File: src/rtl/gate_identifier.sv
// gate_identifier
//   Watches (a, b, c) samples from an unknown 2-input gate. It builds the gate's
//   truth table and names the library gate that produced it.
//   id_code: 0 AND, 1 OR, 2 NOR, 3 NAND, 4 XOR, 5 XNOR, 7 NONE.
//
//   Optional build macro GATE_ID_EARLY_EN: when it is defined, COLLECT also
//   finishes as soon as the candidate mask is one-hot or empty. Without it, DONE
//   needs all four rows.
//
// Ports
//   clk, rst         rising-edge clock, synchronous active-high reset
//   start            1-cycle pulse: clear the table and enter COLLECT (any state)
//   sample_valid     sample_a/b/c are valid this cycle
//   sample_a/b       gate inputs; sample_c is the observed gate output
//   sample_ready     a sample is accepted this cycle if valid (COLLECT, no start)
//   id_valid         high while in DONE
//   id_code          identified gate (held in DONE)
//   cand_mask        bit i = gate i is consistent with every row seen so far
//   conflict         high while in ERROR (same row seen with two outputs)
//   timeout          high while in TIMEOUT (MAX_SAMPLES accepted, table incomplete)
//   sample_count     samples accepted since the last start
module gate_identifier #(
  parameter int MAX_SAMPLES = 16,
  parameter int CNT_W       = 8
) (
  input  logic             clk,
  input  logic             rst,
  input  logic             start,
  input  logic             sample_valid,
  input  logic             sample_a,
  input  logic             sample_b,
  input  logic             sample_c,
  output logic             sample_ready,
  output logic             id_valid,
  output logic [2:0]       id_code,
  output logic [5:0]       cand_mask,
  output logic             conflict,
  output logic             timeout,
  output logic [CNT_W-1:0] sample_count
);

  typedef enum logic [2:0] {
    S_IDLE, S_COLLECT, S_DONE, S_ERROR, S_TIMEOUT
  } state_t;

  state_t     state;
  logic [3:0] seen, val;

  // Truth tables of the six library gates, val[3:0] = rows 11,10,01,00.
  function automatic logic [3:0] gate_tt(input int i);
    case (i)
      0:       return 4'b1000; // AND
      1:       return 4'b1110; // OR
      2:       return 4'b0001; // NOR
      3:       return 4'b0111; // NAND
      4:       return 4'b0110; // XOR
      default: return 4'b1001; // XNOR
    endcase
  endfunction

  function automatic logic [5:0] cand_of(input logic [3:0] s, input logic [3:0] v);
    logic [5:0] m;
    for (int i = 0; i < 6; i++)
      m[i] = (((v ^ gate_tt(i)) & s) == 4'b0000);
    return m;
  endfunction

  // The index of the lowest set bit, or 7 when no gate is left.
  function automatic logic [2:0] id_of(input logic [5:0] m);
    logic [2:0] id;
    id = 3'd7;
    for (int i = 5; i >= 0; i--)
      if (m[i]) id = 3'(i);
    return id;
  endfunction

  logic             accept, clash, finish;
  logic [1:0]       row;
  logic [3:0]       seen_nx, val_nx;
  logic [5:0]       mask_nx;
  logic [CNT_W-1:0] cnt_nx;

  assign sample_ready = (state == S_COLLECT) && !start;
  assign accept       = sample_valid && sample_ready;
  assign row          = {sample_a, sample_b};
  assign clash        = seen[row] && (val[row] != sample_c);
  assign cnt_nx       = sample_count + 1'b1;

  // The post-update table. A duplicate row with the same c leaves it unchanged.
  always_comb begin
    seen_nx      = seen;
    val_nx       = val;
    seen_nx[row] = 1'b1;
    val_nx[row]  = sample_c;
  end

  assign mask_nx = cand_of(seen_nx, val_nx);

`ifdef GATE_ID_EARLY_EN
  assign finish = (&seen_nx) || $onehot0(mask_nx);
`else
  assign finish = &seen_nx;
`endif

  always_ff @(posedge clk) begin
    if (rst) begin
      state        <= S_IDLE;
      seen         <= '0;
      val          <= '0;
      id_code      <= '0;
      cand_mask    <= 6'h3F;
      sample_count <= '0;
    end else if (start) begin
      state        <= S_COLLECT;
      seen         <= '0;
      val          <= '0;
      id_code      <= '0;
      cand_mask    <= 6'h3F;
      sample_count <= '0;
    end else if (accept) begin
      sample_count <= cnt_nx;
      if (clash) begin
        state <= S_ERROR;            // the table keeps its last consistent contents
      end else begin
        seen      <= seen_nx;
        val       <= val_nx;
        cand_mask <= mask_nx;
        if (finish) begin
          state   <= S_DONE;
          id_code <= id_of(mask_nx);
        end else if (cnt_nx == CNT_W'(MAX_SAMPLES)) begin
          state <= S_TIMEOUT;
        end
      end
    end
  end

  assign id_valid = (state == S_DONE);
  assign conflict = (state == S_ERROR);
  assign timeout  = (state == S_TIMEOUT);

endmodule
File: config.mk
export PLATFORM = sky130hd
export DESIGN_NAME = gate_identifier
export DESIGN_NICKNAME = d
export VERILOG_FILES = /design/src/rtl/gate_identifier.sv
export SDC_FILE = /design/constraint.sdc
export NUM_CORES = 1
export LEC_CHECK = 0
export BUFFER_PORTS_ARGS = -buffer_cell sky130_fd_sc_hd__buf_2
export CELL_PAD_IN_SITES_DETAIL_PLACEMENT = 1
export CELL_PAD_IN_SITES_GLOBAL_PLACEMENT = 2
export CORE_ASPECT_RATIO = 0.6
export CORE_UTILIZATION = 30
export DETAILED_ROUTE_END_ITERATION = 8
export PLACE_DENSITY = 0.76
export SYNTH_ARGS = -nofsm -noshare
export SYNTH_HDL_FRONTEND = slang
export SYNTH_SLANG_ARGS = --single-unit
File: constraint.sdc
create_clock -name clk -period 3.2 [get_ports clk]
set_clock_uncertainty 0.1 [all_clocks]
set_input_delay 0.64 -clock clk [delete_from_list [all_inputs] [get_ports clk]]
set_output_delay 0.64 -clock clk [all_outputs]
set_load 0.005 [all_outputs]
==> summary.txt <==
Clock Path Buffers: 2
#FFs+latches synth: 28
Core area: 0.00473 mm²
Leakage: 0.653 nW
Most common cell after layout, fill and taps aside: dfxtp_1
N_diodes: 0
Fmax: 431 MHz
Register area: 561 µm²
Unique cell type count in the Yosys netlist: 42
Area of the multi-input gates: 892 µm²
# setup viols final: 0
CTS tree: done
H-tree levels: 1
Die W: 94.1 µm
Vias/cell: 5.29
FF-to-FF path depth: 6
FFs w/ async S/R, synth: 0%
Clock tree sinks: 28
Pwr Total: 653 µW
Cts repair resizes: 0
Maxcap violations: 0
Vias in the first global route: 1481
Hold-fix buffers, CTS: 0
Drt total wl: 4290 µm
Clock power frac: 34.7%
Largest net degree at the start of global routing: 20
Setup TNS: 0 ns
TritonCTS buffer count: 3
Yosys warnings: 0
Hold path start: id_code[1]$_SDFFE_PP0P_
Post-Syn Nets: 200
Fill cell count: 599
Gpl congestion: 0.861
Core Rows: 19
Peak VDD IR: 119 µV
Hold Vio Cnt, Final: 0
Post-DP HPWL: 3370 µm
Average cell area after synthesis: 7.94 µm²
Worst-skew pair later-pin latency: 0.28 ns
Initial antenna violation count: 0
Crit path time final: 2.32 ns
GRT Util Overall: 17.5%
First-pass GRT wire length: 7190 µm
Critical Path Fanout Max: 18
Max_slew headroom: 56.0%
Worst Hold End: id_code[1]$_SDFFE_PP0P_
Area delta synth->final: 14.4%
Clk pin slew, worst setup/hold paths: 0.10 ns
Synth area leader: dfxtp_1
Slew Limit Fails: 0
Routed wire per std cell: 15.4 µm
Share of the synthesized area in the top cell type: 36.8%
CP Capture Type: flop
Starting DRT DRC Count: 75
NetSw: 167 µW
Most frequent cells in the layout: dfxtp_1, buf_2, nor2_1, nand2_1, a21oi_1
Internal: 486 µW
Nets: 224
RR Startpoint: state[2]$_SDFFE_PP0P_
Post-CTS Setup Bufs: 0
RSZ-0062 raised after global routing: false
Hold Crit Depth: 2
Routed Antenna Nets: 0
Post-synthesis cell area: 0.00153 mm²
Seq pwr share: 54.3%
TritonRoute pass-1 iters: 4
Cells after synthesis: 192
Fin crit share: 72.5%
Worst slew pin tran: 0.657 ns
Required time worst endpoint: 3.27 ns
Initial Utilization: 32.2%
R2r endpoint: val[2]$_SDFFE_PP0N_
Outcome: completed
Die area: 0.00538 mm²
Comb pwr share: 11.0%
IO Pins: 28
CP Launch Type: input port
Share of the yosys chip area belonging to registers: 36.8%
DRC errors left: 0
Die Ht: 57.2 µm
CP arrival: 2.39 ns
Crit Path Class: input port to flop
Net Sw Frac: 25.6%
Vias: 1471
Ranking of synthesized cells by area: dfxtp_1, nor2_1, nand2_1
Ys flop type: dfxtp_1
Grt ovf: 0
Hold WS: 0.374 ns
Share of cells above drive strength 1: 16.3%
Worst Hold Class: flop to flop
Root buf cell: clkbuf_8
Cell area power density: 374 mW/mm²
EDFF count, synth: 0
Reg-to-reg slack, setup: 0.99 ns
Number of port buffers: 27
state kept, by name, summed over array words and instances (netlist names):
name and cells:
cand_mask 6, sample_count 8, val 4, id_code 3
state 3, seen 4
per-stage QoR:
stage / setup WS, ns / utilization, % / cells / instance area [µm²]
after global routing: 0.707 / 36.9 / 278 / 1740
after floorplan: 1.14 / - / 192 / 1530
after CTS: 0.900 / 36.9 / 278 / 1740
after global placement: 0.657 / 35.7 / 274 / 1690
final: 0.879 / 36.9 / 278 / 1740
after detailed placement: 0.576 / 35.7 / 274 / 1690
synth_stat cells (2+ instances only):
cell / instances
a22oi_1: 4
a21oi_1: 10
nand3_1: 9
mux2i_1: 4
nand4_1: 3
nand2_1: 24
o22ai_1: 3
nand3b_1: 2
nor3_1: 4
o32ai_1: 2
o21ai_0: 9
o211ai_1: 5
buf_6: 2
inv_1: 6
o31ai_1: 2
xnor2_1: 6
nor2_1: 26
or2_2: 2
xor2_1: 3
nand2b_1: 3
and2_1: 3
o311ai_0: 2
and3_1: 2
clkbuf_1: 2
nor3b_1: 3
buf_2: 4
dfxtp_1: 28
or3_1: 3
o22a_1: 2
nor2b_1: 2
kinds of logic (layout without fill, tap and decap cells):
| family | after synthesis | after routing | share of synthesized area, % |
|---|---|---|---|
| fa+ha+maj | 1 | 1 | 0.820 |
| xor+xnor | 9 | 9 | 5.17 |
| buf+inv | 14 | 37 | 4.76 |
| mux | 4 | 4 | 2.63 |
| compound gates | 47 | 47 | 20.7 |
| simple gates | 89 | 89 | 29.2 |
| flops | 28 | 28 | 36.8 |
worst max-delay path, stage by stage:
cell and delay [ns]:
buf_2 0.30, xnor2_1 0.12, o32ai_1 0.33, o22a_1 0.58, nor3_1 0.15, mux2i_1 0.20
nor2_1 0.06
power groups by stage:
stage,sequential (mW),combinational [mW],clock (mW)
2_1_floorplan,0.362,0.0515,0
3_3_place_gp,0.362,0.0687,0
3_5_place_dp,0.363,0.0714,0
4_1_cts,0.355,0.0716,0.238
5_1_grt,0.355,0.0806,0.250
6_report,0.354,0.0719,0.226
routing by layer:
metal	part of all wire (%)	GRT usage, %	wire, µm
met1	51	24.9	2200
met2	42	26.1	1810
met3	5.1	4.13	220
met4	1.4	5.93	59
met5	0	0	0
area by class of cell:
class	count	share of cell area [%]
tap	63	4.52
multi-input combinational	150	51.1
inverter	6	1.29
sequential	28	32.1
clock buffer	4	3.16
timing repair buffer	27	7.75
how the worst max path moves through the flow:
stage / start / to / slack (ns) / cells after the start
2_1_floorplan: sample_c / id_code[0]$_SDFFE_PP0P_ / 1.14 / 7
3_3_place_gp: sample_c / val[2]$_SDFFE_PP0N_ / 0.66 / 7
3_5_place_dp: sample_c / val[2]$_SDFFE_PP0N_ / 0.58 / 7
4_1_cts: sample_c / val[2]$_SDFFE_PP0N_ / 0.90 / 7
5_1_grt: sample_c / val[2]$_SDFFE_PP0N_ / 0.71 / 7
6_report: sample_c / val[2]$_SDFFE_PP0N_ / 0.88 / 7
Note: power is estimated with default switching activity, not from simulation.
